===== config.mk =====
export PLATFORM = sky130hd
export DESIGN_NAME = cbuf_trig_ctrl
export DESIGN_NICKNAME = d
export VERILOG_FILES = /design/src/rtl/cbuf_pkg.sv /design/src/rtl/trig_addr_fifo.sv /design/src/rtl/cbuf_trig_ctrl.sv
export SDC_FILE = /design/constraint.sdc
export NUM_CORES = 1
export LEC_CHECK = 0
export ABC_AREA = 1
export BUFFER_PORTS_ARGS = -buffer_cell sky130_fd_sc_hd__buf_4
export CORE_MARGIN = 2
export CORE_UTILIZATION = 46
export DETAILED_ROUTE_END_ITERATION = 6
export SLEW_MARGIN = 5
export SYNTH_ARGS = -nofsm -noshare
export SYNTH_HDL_FRONTEND = slang
export SYNTH_SLANG_ARGS = --single-unit

===== constraint.sdc =====
create_clock -name clk -period 2.9 [get_ports clk]
set_input_delay 0 -clock clk [delete_from_list [all_inputs] [get_ports clk]]
set_output_delay 0 -clock clk [all_outputs]
set_load 0.01 [all_outputs]

===== src/rtl/cbuf_pkg.sv =====
// Shared definitions for the circular-buffer trigger controller: default widths
// and the one-hot state encoding of the write-side FSM.
package cbuf_pkg;

  localparam int ADDR_W_DEF  = 12;
  localparam int FIFO_AW_DEF = 4;

  localparam int S_IDLE  = 0;
  localparam int S_PRIME = 1;
  localparam int S_ARMED = 2;
  localparam int S_POST  = 3;
  localparam int S_PUSH  = 4;
  localparam int NUM_ST  = 5;

  typedef enum logic [NUM_ST-1:0] {
    ST_IDLE  = 5'(1 << S_IDLE),
    ST_PRIME = 5'(1 << S_PRIME),
    ST_ARMED = 5'(1 << S_ARMED),
    ST_POST  = 5'(1 << S_POST),
    ST_PUSH  = 5'(1 << S_PUSH)
  } cbuf_state_e;

endpackage


===== src/rtl/trig_addr_fifo.sv =====
// First-word-fall-through FIFO holding waveform start addresses, with a
// synchronous flush. The head is forced to 0 while empty so it never shows stale data.
module trig_addr_fifo #(
  parameter int DW = 12,
  parameter int AW = 4
) (
  input  logic          clk,
  input  logic          rst_n,
  input  logic          flush,
  input  logic          wr_en,
  input  logic [DW-1:0] wr_data,
  input  logic          rd_en,
  output logic [DW-1:0] rd_data,
  output logic          empty,
  output logic          full,
  output logic [AW:0]   count
);

  localparam int DEPTH = 1 << AW;

  logic [DW-1:0] mem_q [DEPTH];
  logic [AW-1:0] wr_ptr_q, wr_ptr_d;
  logic [AW-1:0] rd_ptr_q, rd_ptr_d;
  logic [AW:0]   count_q, count_d;
  logic          do_wr, do_rd;

  assign empty   = (count_q == '0);
  assign full    = (count_q == (AW+1)'(DEPTH));
  assign count   = count_q;
  assign rd_data = empty ? '0 : mem_q[rd_ptr_q];

  // A pop is a valid/ready handshake: it takes effect only when rd_en and the
  // FIFO is non-empty in the same cycle; a push likewise needs a free slot.
  assign do_wr = wr_en & ~full;
  assign do_rd = rd_en & ~empty;

  always_comb begin
    wr_ptr_d = wr_ptr_q;
    rd_ptr_d = rd_ptr_q;
    count_d  = count_q;
    if (flush) begin
      wr_ptr_d = '0;
      rd_ptr_d = '0;
      count_d  = '0;
    end else begin
      if (do_wr) wr_ptr_d = wr_ptr_q + 1'b1;
      if (do_rd) rd_ptr_d = rd_ptr_q + 1'b1;
      case ({do_wr, do_rd})
        2'b10:   count_d = count_q + 1'b1;
        2'b01:   count_d = count_q - 1'b1;
        default: count_d = count_q;
      endcase
    end
  end

  always_ff @(posedge clk or negedge rst_n) begin
    if (!rst_n) begin
      wr_ptr_q <= '0;
      rd_ptr_q <= '0;
      count_q  <= '0;
    end else begin
      wr_ptr_q <= wr_ptr_d;
      rd_ptr_q <= rd_ptr_d;
      count_q  <= count_d;
    end
  end

  always_ff @(posedge clk) begin
    if (do_wr && !flush) mem_q[wr_ptr_q] <= wr_data;
  end

endmodule


===== src/rtl/cbuf_trig_ctrl.sv =====
// Write-side controller for the ADC circular buffer: advances the write address,
// turns trigger edges into waveform start addresses and queues them once complete.
module cbuf_trig_ctrl
  import cbuf_pkg::*;
#(
  parameter int ADDR_W  = ADDR_W_DEF,
  parameter int FIFO_AW = FIFO_AW_DEF,
  parameter int DROP_W  = 16
) (
  input  logic              clk,
  input  logic              reset_n,
  input  logic              enable,
  input  logic              trig_in,
  input  logic [ADDR_W-1:0] pretrig_len,
  input  logic [ADDR_W-1:0] wfm_len,
  output logic              circ_buf_we,
  output logic [ADDR_W-1:0] circ_buf_wr_addr,
  output logic [ADDR_W-1:0] trig_addr,
  output logic              trig_addr_valid,
  input  logic              trig_addr_rd_en,
  output logic              trig_accepted,
  output logic              trig_dropped,
  output logic [DROP_W-1:0] drop_cnt,
  output logic              busy,
  output logic [NUM_ST-1:0] dbg_state,
  output logic [FIFO_AW:0]  dbg_fifo_count
);

  cbuf_state_e       state_q, state_d;
  logic              trig_in_d_q;
  logic [ADDR_W-1:0] wr_addr_q, wr_addr_d;
  logic [ADDR_W:0]   prime_cnt_q, prime_cnt_d;
  logic [ADDR_W-1:0] start_q, start_d;
  logic [ADDR_W-1:0] post_q, post_d;
  logic              acc_q, acc_d;
  logic              drop_q, drop_d;
  logic [DROP_W-1:0] drop_cnt_q, drop_cnt_d;
  logic              trig_edge;
  logic              fifo_flush, fifo_wr, fifo_empty, fifo_full;

  assign trig_edge = trig_in & ~trig_in_d_q;

  always_comb begin
    state_d     = state_q;
    wr_addr_d   = wr_addr_q + 1'b1;
    prime_cnt_d = prime_cnt_q;
    start_d     = start_q;
    post_d      = post_q;
    acc_d       = 1'b0;
    drop_d      = 1'b0;
    drop_cnt_d  = drop_cnt_q;
    fifo_flush  = 1'b0;
    fifo_wr     = 1'b0;

    case (state_q)
      ST_IDLE: begin
        wr_addr_d = '0;
        if (enable) begin
          state_d     = ST_PRIME;
          fifo_flush  = 1'b1;
          drop_cnt_d  = '0;
          prime_cnt_d = '0;
        end
      end
      ST_PRIME: begin
        // Count includes this cycle's write, so ARMED starts with the full pre-trigger history.
        prime_cnt_d = prime_cnt_q + 1'b1;
        if (prime_cnt_d >= {1'b0, pretrig_len}) state_d = ST_ARMED;
        if (trig_edge) drop_d = 1'b1;
      end
      ST_ARMED: begin
        if (trig_edge) begin
          if (!fifo_full) begin
            start_d = wr_addr_q - pretrig_len;
            post_d  = (wfm_len > pretrig_len) ? (wfm_len - pretrig_len) : '0;
            acc_d   = 1'b1;
            state_d = (post_d != '0) ? ST_POST : ST_PUSH;
          end else begin
            drop_d = 1'b1;
          end
        end
      end
      ST_POST: begin
        post_d = post_q - 1'b1;
        if (post_q <= 1) state_d = ST_PUSH;
        if (trig_edge) drop_d = 1'b1;
      end
      ST_PUSH: begin
        fifo_wr = 1'b1;
        state_d = ST_ARMED;
        if (trig_edge) drop_d = 1'b1;
      end
      default: state_d = ST_IDLE;
    endcase

    // Losing enable abandons any trigger in flight silently; queued addresses stay.
    if (state_q != ST_IDLE && !enable) begin
      state_d   = ST_IDLE;
      wr_addr_d = '0;
      acc_d     = 1'b0;
      drop_d    = 1'b0;
      fifo_wr   = 1'b0;
    end

    if (drop_d && !(&drop_cnt_q)) drop_cnt_d = drop_cnt_q + 1'b1;
  end

  always_ff @(posedge clk or negedge reset_n) begin
    if (!reset_n) begin
      state_q     <= ST_IDLE;
      trig_in_d_q <= 1'b1;
      wr_addr_q   <= '0;
      prime_cnt_q <= '0;
      start_q     <= '0;
      post_q      <= '0;
      acc_q       <= 1'b0;
      drop_q      <= 1'b0;
      drop_cnt_q  <= '0;
    end else begin
      state_q     <= state_d;
      trig_in_d_q <= trig_in;
      wr_addr_q   <= wr_addr_d;
      prime_cnt_q <= prime_cnt_d;
      start_q     <= start_d;
      post_q      <= post_d;
      acc_q       <= acc_d;
      drop_q      <= drop_d;
      drop_cnt_q  <= drop_cnt_d;
    end
  end

  trig_addr_fifo #(
    .DW (ADDR_W),
    .AW (FIFO_AW)
  ) u_fifo (
    .clk     (clk),
    .rst_n   (reset_n),
    .flush   (fifo_flush),
    .wr_en   (fifo_wr),
    .wr_data (start_q),
    .rd_en   (trig_addr_rd_en),
    .rd_data (trig_addr),
    .empty   (fifo_empty),
    .full    (fifo_full),
    .count   (dbg_fifo_count)
  );

  assign circ_buf_we      = (state_q != ST_IDLE);
  assign circ_buf_wr_addr = wr_addr_q;
  assign trig_addr_valid  = ~fifo_empty;
  assign trig_accepted    = acc_q;
  assign trig_dropped     = drop_q;
  assign drop_cnt         = drop_cnt_q;
  assign busy             = (state_q == ST_PRIME) || (state_q == ST_POST) || (state_q == ST_PUSH);
  assign dbg_state        = state_q;

endmodule


==> flow_metrics.tcl, run 1 <==
set metrics [dict create \
    htreeDepth 1 \
    powerDensity_nw_per_um2 835 \
    start_kind "register" \
    ys_types 54 \
    post-route-min-period_ns 2.59 \
    post-route-cell-area_um2 16200 \
    io_buffers 83 \
    routedWlPerCell_um 17.9 \
    cp_cell_sequence "nor2_4 > nand4_4 > inv_2 > nor2_4 > clkinv_2 > nand3_2 > nand2_1 > inv_1 > ha_1 > nand2_1 > o21ai_0 > xor2_1 > nor2_1 > a21oi_1 > a21oi_1" \
    grt_pass1_wl_um 54700 \
    die_h_um 177 \
    clk_latency_ns 0.57 \
    fin_crit_sh_pct 89.5 \
    cts_buffer_depth 3 \
    hp-class "primary input to async pin" \
    synthToLayoutAreaGrowth_pct 17.6 \
    first_global_vias 10300 \
    ant_nets 0 \
    drc 0 \
    peakVddDrop_mv 0.491 \
    ys.flop_type "edfxtp_1" \
    critical_path.top_delay_family "simple AND/OR/NAND/NOR gates" \
    synth_seq_cells 278 \
    grt-ovfl-total 0 \
    dr.pass1.iters 5 \
    sw_frac_of_total_pct 35.5 \
    p_switching_w 0.00479 \
    setup_viol 0 \
    cp_max_fo 6 \
    cap_violations 0 \
    dp_hpwl_um 23400 \
    cts_tree "yes" \
    die_w_um 177 \
    syn_area_um2 13800 \
    synth_nets 1473 \
    dp_cells 1855 \
    synth_seq_area_share_pct 57.6 \
    ios 84 \
    multi_input_area_um2 5090 \
    cp-end-kind "register" \
    rrSetupSlack_ns 0.31 \
    nFillCells 2629 \
    holdWs_ns 0.0446 \
    syn_inst 1392 \
    synthArstFlopShare_pct 30.9 \
    row_count 63 \
    worstPathArrival_ns 3.03 \
    synth_area_per_cell_um2 9.88 \
    hold_violations 0 \
    slew_viol_final 0 \
    crit_cells 15 \
    finalSetupTns_ns 0 \
    clkPwrFrac_pct 29.2 \
    criticalPathCategory "register to register" \
    rr_startpoint "dbg_state[2]" \
    crit_path_top_delay_cell "dfrtp_1" \
    max-slew-margin-rel_pct 47.6 \
    reg2reg_to "u_fifo.count[4]" \
    max_stage_delay_ns 0.46 \
    seq_power_share_pct 40.9 \
    p_comb_share_pct 29.9 \
    ys_warn_count 0 \
    start_util_pct 46.5 \
    critPathBufInv 3 \
    cts_made_buffers 31 \
    core-area_um2 29600 \
    gp_congestion 0.867 \
    nNetsFinal 1587 \
    grtUsageTotal_pct 22.3 \
    fmax_mhz 385 \
    endpoint "u_fifo.count[4]" \
    internal_power_w 0.00872 \
    grt_max_degree 59 \
    status "finished, final reports clean" \
    drt-initial-drc-count 778 \
    startpoint "dbg_state[2]" \
    via_per_inst 5.42 \
    clock_sinks 278 \
    drt-total-wl_um 34300 \
    diodes 0 \
    finalNonFillerCells 1921 \
    path_clk_slew_ns 0.07 \
    final_layout_size_suffix_gt1_share_pct 15.3 \
    place_area_um2 15000 \
    cellLeakagePower_nw 6.61 \
    antenna_found_initial 0 \
    seqCellArea_um2 7920 \
    rsz0062_at_grt "no" \
    dieArea_um2 31300 \
    skew_ns 0.0156 \
    root_buffer "clkbuf_16" \
    worst_pin_slew_ns 0.787 \
    ff2ff_path_depth 15 \
    route.vias.total 10400 \
    synth_edf_count 192 \
    required_ns 3.34 \
]
==> Yosys cell counts (22+ instances only) <==
cell	instances	share of area (%)
nand3_1	75	2.7
inv_1	137	3.7
nand2_1	186	5.1
ha_1	49	4.5
o22ai_1	22	1.0
o21ai_1	22	0.80
xor2_1	27	1.7
a21oi_1	53	1.9
edfxtp_1	192	42
nor3_1	25	0.91
o21ai_0	143	5.2
o221ai_1	34	2.2
nor2_1	194	5.3
dfrtp_1	84	15
clkbuf_1	39	1.1
==> metrics by stage <==
stage | util [%] | setup WS [ns] | power [W]
global route | 54.7 | 0.00137 | 0.0143
global placement | 50.9 | 0.359 | 0.00959
floorplan | - | 0.315 | 0.00792
detailed placement | 50.9 | 0.290 | 0.00965
finish | 54.7 | 0.306 | 0.0135
CTS | 54.7 | 0.264 | 0.0136
==> worst min path at each step <==
stage	slack, ns	to	from
floorplan	-0.30	circ_buf_wr_addr[0]	reset_n
global placement	0.12	trig_in_d_q	trig_in
detailed placement	0.12	trig_in_d_q	trig_in
CTS	0.04	post_q[4]	wfm_len[4]
global route	0.07	post_q[4]	wfm_len[4]
finish	0.04	prime_cnt_q[12]	reset_n
==> power groups by stage <==
| stage | registers [W] | clock network, W | logic, W |
|---|---|---|---|
| after floorplan | 0.00535 | 0 | 0.00257 |
| after global placement | 0.00558 | 0 | 0.00401 |
| after detailed placement | 0.00561 | 0 | 0.00404 |
| after CTS | 0.00553 | 0.00402 | 0.00406 |
| after global routing | 0.00561 | 0.00416 | 0.00451 |
| final | 0.00553 | 0.00394 | 0.00403 |
==> state kept, by name (all words and copies together), names as in the netlist <==
name,cells
u_fifo.count,5
trig_in_d_q,1
u_fifo.wr_ptr_q,4
dbg_state,5
circ_buf_wr_addr,12
u_fifo.mem_q,192
u_fifo.rd_ptr_q,4
drop_cnt,16
start_q,12
prime_cnt_q,13
trig_dropped,1
post_q,12
trig_accepted,1
==> cell type report <==
| type | count | area share [%] |
|---|---|---|
| Clock buffer | 46 | 5.59 |
| Clock inverter | 12 | 0.820 |
| Inverter | 152 | 3.57 |
| Multi-Input combinational cell | 911 | 31.5 |
| Sequential cell | 278 | 49.0 |
| Tap cell | 390 | 3.02 |
| Timing Repair Buffer | 132 | 6.49 |
==> cell families (layout without fill, tap and decap cells) <==
family / Yosys count / in the layout / synth area share (%)
AO/OA/AOI/OAI: 309 / 309 / 13.3
XOR/XNOR: 32 / 32 / 2.04
adder cells (fa/ha/maj): 52 / 52 / 4.90
buffers and inverters: 203 / 342 / 5.80
flip-flops: 278 / 278 / 57.6
AND/OR/NAND/NOR: 518 / 518 / 16.3
==> timing repair <==
| action | 4_1_cts | 5_1_grt |
|---|---|---|
| resized for setup | 0 | 1 |
| setup endpoints to repair | 0 | 1 |
| endpoints found under the hold margin | 81 | 0 |
| hold buffers | 8 | 0 |
| setup buffers | 0 | 0 |
==> layout by cell type (no fill, tap or decap), drive strengths merged, types with 10 or more instances in the layout <==
cell | synthesis | layout
dfrtp | 84 | 84
nand3 | 78 | 78
a31oi | 10 | 10
nand2 | 189 | 189
nor2 | 201 | 201
ha | 49 | 49
o21ai | 167 | 167
o22ai | 30 | 30
inv | 148 | 150
clkbuf | 39 | 46
nor3 | 26 | 26
nand4 | 14 | 14
buf | 12 | 124
a21oi | 55 | 55
o221ai | 34 | 34
edfxtp | 192 | 192
xor2 | 27 | 27
==> per-layer routing <==
layer / up-vias / share of wire (%) / track usage [%]
li1: 5075 / - / -
met1: 5002 / 45 / 29.9
met2: 267 / 47 / 37.4
met3: 64 / 5.1 / 3.52
met4: 0 / 2.8 / 6.47
met5: - / 0 / 0
==> worst reg2reg max path, stage by stage, from the launching register on <==
cell	delay (ns)
dfrtp_1	0.46
nor2_4	0.17
nand4_4	0.16
inv_2	0.12
nor2_4	0.05
clkinv_2	0.08
nand3_2	0.10
nand2_1	0.13
inv_1	0.11
ha_1	0.37
nand2_1	0.07
o21ai_0	0.20
xor2_1	0.20
nor2_1	0.07
a21oi_1	0.11
a21oi_1	0.07
(Power assumes the default switching activity.)
==> inputs of run 2 (changes only) <==
Settings changed: BUFFER_PORTS_ARGS -buffer_cell sky130_fd_sc_hd__buf_4 to default, CELL_PAD_IN_SITES_DETAIL_PLACEMENT from default to 0, CELL_PAD_IN_SITES_GLOBAL_PLACEMENT from default to 1, DONT_BUFFER_PORTS from default to 1, PLACE_DENSITY_LB_ADDON from default to 0.1.
==> flow_metrics.tcl, run 2 (synthesis results as in run 1) <==
set metrics [dict create \
    status "complete, but fails checks" \
    violations "hold timing" \
    worstPathArrival_ns 3.09 \
    path_clk_slew_ns 0.07 \
    skew_ns 0.00964 \
    final_layout_size_suffix_gt1_share_pct 10.5 \
    dr.pass1.iters 5 \
    fin_crit_sh_pct 91.9 \
    antenna_found_initial 0 \
    dieArea_um2 31300 \
    grt_pass1_wl_um 54600 \
    cp_cell_sequence "inv_1 > nand4_1 > inv_1 > nand2_1 > nand2_1 > inv_1 > nand2_1 > inv_1 > ha_1 > nand2_1 > o21ai_0 > xor2_1 > nor2_1 > a21oi_1 > a21oi_1" \
    gr-usage-met1_pct 30.4 \
    dp_hpwl_um 23600 \
    cellLeakagePower_nw 6.24 \
    gp_congestion 0.870 \
    hp-class "primary input to async pin" \
    seqCellArea_um2 7920 \
    multi_input_area_um2 5080 \
    via_per_inst 5.40 \
    finalSetupTns_ns 0 \
    criticalPathCategory "register to register" \
    nNetsFinal 1511 \
    diodes 0 \
    grtUsageTotal_pct 22.5 \
    start_util_pct 46.5 \
    hold_violations 1 \
    rrSetupSlack_ns 0.23 \
    powerDensity_nw_per_um2 853 \
    grt_max_degree 87 \
    ios 84 \
    rr_startpoint "u_fifo.count[0]" \
    drc 0 \
    htreeDepth 1 \
    grt-ovfl-total 0 \
    cts_made_buffers 30 \
    routedWlPerCell_um 18.7 \
    finalWorstSetupSlack_ns 0.235 \
    cts_setup_buffers 0 \
    startpoint "u_fifo.count[0]" \
    post-route-min-period_ns 2.67 \
    peakVddDrop_mv 0.475 \
    cts_tree "yes" \
    ant_nets 0 \
    required_ns 3.32 \
    rsz0062_at_grt "no" \
    top_register "u_fifo.mem_q" \
    worst_pin_slew_ns 0.975 \
    cp-end-kind "register" \
    met2_usage_pct 38.1 \
    root_buffer "clkbuf_16" \
    max-slew-margin-rel_pct 34.8 \
    holdWs_ns -0.00181 \
    io_buffers 0 \
    crit_path_top_delay_cell "dfrtp_1" \
    layout_commonest_cell "nor2_1" \
    slew_viol_final 0 \
    critical_path.top_delay_family "simple AND/OR/NAND/NOR gates" \
    largest_reg_flops 192 \
    die_w_um 177 \
    finalPower_w 0.0133 \
    nFillCells 2674 \
    drt-initial-drc-count 720 \
    setup_viol 0 \
    cts_buffer_depth 3 \
    drt-total-wl_um 34600 \
    cp_max_fo 6 \
    die_h_um 177 \
    critPathBufInv 4 \
    max_stage_delay_ns 0.45 \
    use_met3_pct 3.82 \
    start_kind "register" \
    dp_slack_ns 0.257 \
    cap_violations 0 \
    synthToLayoutAreaGrowth_pct 13.7 \
    busiest_layer "met2" \
    clock_sinks 278 \
    core-area_um2 29600 \
    row_count 63 \
    clk_latency_ns 0.55 \
    fmax_mhz 375 \
    final_cell_mix "194 x nor2_1, 192 x edfxtp_1, 186 x nand2_1" \
    first_global_vias 9851 \
    route.vias.total 9966 \
]
==> run 2: changes by cell type in the layout (fill, tap and decap cells not counted), moves of 2 or more <==
cell / delta
buf_4: -79
clkbuf_1: -2
nor3_1: +2
dlygate4sd3_1: +3
bufinv_16: +3
clkbuf_8: -3
nor3_2: -2
==> run 2: layout make-up <==
| type | count | share of cell area (%) |
|---|---|---|
| Multi-Input combinational cell | 911 | 32.5 |
| Clock buffer | 40 | 5.31 |
| Sequential cell | 278 | 50.7 |
| Clock inverter | 16 | 1.38 |
| Tap cell | 390 | 3.12 |
| Timing Repair Buffer | 57 | 3.28 |
| Inverter | 152 | 3.69 |
==> run 2: worst paths after layout <==
kind,cells past startpoint,end
min in group clk,4,post_q[8]
setup / recovery,15,u_fifo.count[4]
hold / removal,2,circ_buf_wr_addr[6]
hold reg to reg,1,prime_cnt_q[0]
setup reg to reg,15,u_fifo.count[4]
max in group asynchronous,2,u_fifo.rd_ptr_q[0]
==> run 2: metal layers <==
metal  up-vias  wire (um)
met3        44       1700
li1       4949          -
met5         -          0
met2       210      16600
met1      4763      15700
met4         0        556
==> run 2: report_power, final <==
group / switching, W / internal, W
clock network: 0.00156 / 0.00245
registers: 0.000668 / 0.00490
logic: 0.00244 / 0.00131
total: 0.00467 / 0.00866
==> run 2: worst reg2reg max path: stages, from the launching register on <==
cell,delay (ns)
dfrtp_1,0.45
inv_1,0.14
nand4_1,0.14
inv_1,0.07
nand2_1,0.13
nand2_1,0.19
inv_1,0.10
nand2_1,0.12
inv_1,0.11
ha_1,0.36
nand2_1,0.06
o21ai_0,0.20
xor2_1,0.21
nor2_1,0.07
a21oi_1,0.11
a21oi_1,0.07
==> run 2: what timing repair did <==
item | CTS | global route
resized for setup | 0 | 1
hold buffers | 12 | 0
setup endpoints to repair | 0 | 2
endpoints found under the hold margin | 125 | 0
==> run 2: metrics by stage <==
step	util (%)	hold slack [ns]	cell area [um2]	instances
floorplan	-	-0.296	13800	1392
global placement	48.9	-0.294	14400	1776
detailed placement	48.9	-0.294	14400	1776
CTS	52.9	0.00200	15600	1844
global route	52.9	0.0186	15600	1844
finish	52.9	-0.00181	15600	1844
==> inputs of run 3 (changes only) <==
Settings changed: PLACE_DENSITY from default to 0.74, PLACE_DENSITY_LB_ADDON 0.1 to default.
==> flow_metrics.tcl, run 3 (synthesis results as in run 1) <==
set metrics [dict create \
    holdWs_ns 0.0227 \
    setup_viol 0 \
    cts_tree "yes" \
    place_area_um2 14400 \
    ff2ff_path_depth 14 \
    drt-total-wl_um 33700 \
    powerDensity_nw_per_um2 824 \
    cellLeakagePower_nw 6.16 \
    ant_nets 0 \
    cp_cell_sequence "inv_2 > buf_4 > o21ai_0 > o221ai_1 > nand3_1 > a21oi_1" \
    critical_path.top_delay_family "compound AO/OA/AOI/OAI gates" \
    finalSetupTns_ns 0 \
    fin_crit_sh_pct 91.9 \
    die_h_um 177 \
    start_util_pct 46.5 \
    ios 84 \
    die_w_um 177 \
    drt-initial-drc-count 610 \
    rsz0062_at_grt "no" \
    clock_sinks 278 \
    fmax_mhz 375 \
    final_layout_size_suffix_gt1_share_pct 10.1 \
    drc 0 \
    layout_commonest_cell "nor2_1" \
    synthToLayoutAreaGrowth_pct 12.5 \
    dp_hpwl_um 23000 \
    grt-ovfl-total 0 \
    hp-class "primary input to async pin" \
    crit_path_top_delay_cell "dfrtp_4" \
    critPathBufInv 2 \
    peakVddDrop_mv 0.465 \
    path_clk_slew_ns 0.06 \
    io_buffers 0 \
    status "finished, final reports clean" \
    antenna_found_initial 0 \
    cts_made_buffers 29 \
    grt_pass1_wl_um 53800 \
    diodes 0 \
    max-slew-margin-rel_pct 22.7 \
    max_stage_delay_ns 0.62 \
    dieArea_um2 31300 \
    cp-end-kind "output pin" \
    row_count 63 \
    grtUsageTotal_pct 22.0 \
    first_global_vias 9988 \
    clk_latency_ns 0.56 \
    dr.pass1.iters 5 \
    slew_viol_final 0 \
    route.vias.total 10100 \
    cp_max_fo 49 \
    start_kind "register" \
    grt_max_degree 87 \
    required_ns 2.90 \
    worstPathArrival_ns 2.67 \
    largest_reg_flops 192 \
    criticalPathCategory "register to output pin" \
    top_register "u_fifo.mem_q" \
    gp_congestion 0.834 \
    routedWlPerCell_um 18.3 \
    cts_buffer_depth 3 \
    nFillCells 2728 \
    core-area_um2 29600 \
    worst_pin_slew_ns 1.15 \
    post-route-min-period_ns 2.67 \
    hold_violations 0 \
    crit_cells 6 \
    skew_ns 0.0185 \
    cap_violations 0 \
    root_buffer "clkbuf_16" \
    nNetsFinal 1510 \
    final_cell_mix "193 x nor2_1, 192 x edfxtp_1, 186 x nand2_1" \
    post-route-cell-area_um2 15500 \
    htreeDepth 1 \
    via_per_inst 5.46 \
]
==> run 3: changes by cell type in the layout (fill, tap and decap cells not counted), sizes merged <==
cell         change
bufinv           -4
clkbuf           +2
buf              -1
dlygate4sd3      +1
==> run 3: layer usage <==
layer  wire length (um)  global-route usage [%]  up-vias  share of wire, %
li1                   -                       -     4929                 -
met4               1030                    7.37        0               3.1
met1              14800                    28.6     4830                44
met5                  0                       0        -                 0
met2              16200                    37.0      236                48
met3               1650                    4.10       65               4.9
==> run 3: what timing repair did <==
item                                    CTS  global route
setup buffers                             0             1
endpoints found under the setup margin    0             3
hold buffers                             13             0
endpoints found under the hold margin   125             0
resized for setup                         0             4
==> run 3: cell type report <==
class,instances,area (um2),share of cell area (%)
Multi-Input combinational cell,911,5090,32.9
Clock buffer,42,795,5.13
Timing Repair Buffer,57,503,3.25
Tap cell,390,488,3.15
Inverter,152,577,3.73
Sequential cell,278,7930,51.2
Clock inverter,12,103,0.663
==> run 3: per-stage QoR <==
| stage | worst slack [ns] | std cells | utilization [%] | power (W) |
|---|---|---|---|---|
| 2_1_floorplan | 0.315 | 1392 | - | 0.00792 |
| 3_3_place_gp | 0.249 | 1774 | 48.8 | 0.00927 |
| 3_5_place_dp | 0.200 | 1774 | 48.8 | 0.00930 |
| 4_1_cts | 0.114 | 1841 | 52.3 | 0.0129 |
| 5_1_grt | 0.00822 | 1842 | 52.4 | 0.0136 |
| 6_report | 0.235 | 1842 | 52.4 | 0.0128 |
==> run 3: power breakdown <==
group	internal (W)	switching, W	leakage (nW)
Sequential	0.00491	0.000662	2.88
Clock	0.00200	0.00150	0.436
Combinational	0.00128	0.00241	2.84
Total	0.00818	0.00458	6.16
==> run 3: worst register-to-register path, stage by stage, from the launching register on <==
cell     delay, ns
dfrtp_1       0.43
inv_1         0.14
nand4_1       0.15
nor2_2        0.24
inv_1         0.08
nand3_2       0.13
nand2_1       0.12
inv_1         0.14
ha_1          0.29
a21oi_1       0.15
o21ai_0       0.12
xor2_1        0.20
nor2_1        0.07
a21oi_1       0.12
a21oi_1       0.08
==> run 3: worst paths after layout <==
kind                                         start                  to  slack, ns
worst min register to register      prime_cnt_q[0]      prime_cnt_q[0]       0.51
worst max-delay path            u_fifo.rd_ptr_q[0]       trig_addr[11]       0.23
min in group clk                        wfm_len[1]           post_q[3]       0.02
worst max register to register     u_fifo.count[1]     u_fifo.count[4]       0.31
worst min-delay path                       reset_n     prime_cnt_q[12]       0.02
max in group asynchronous                  reset_n  u_fifo.rd_ptr_q[0]       2.45
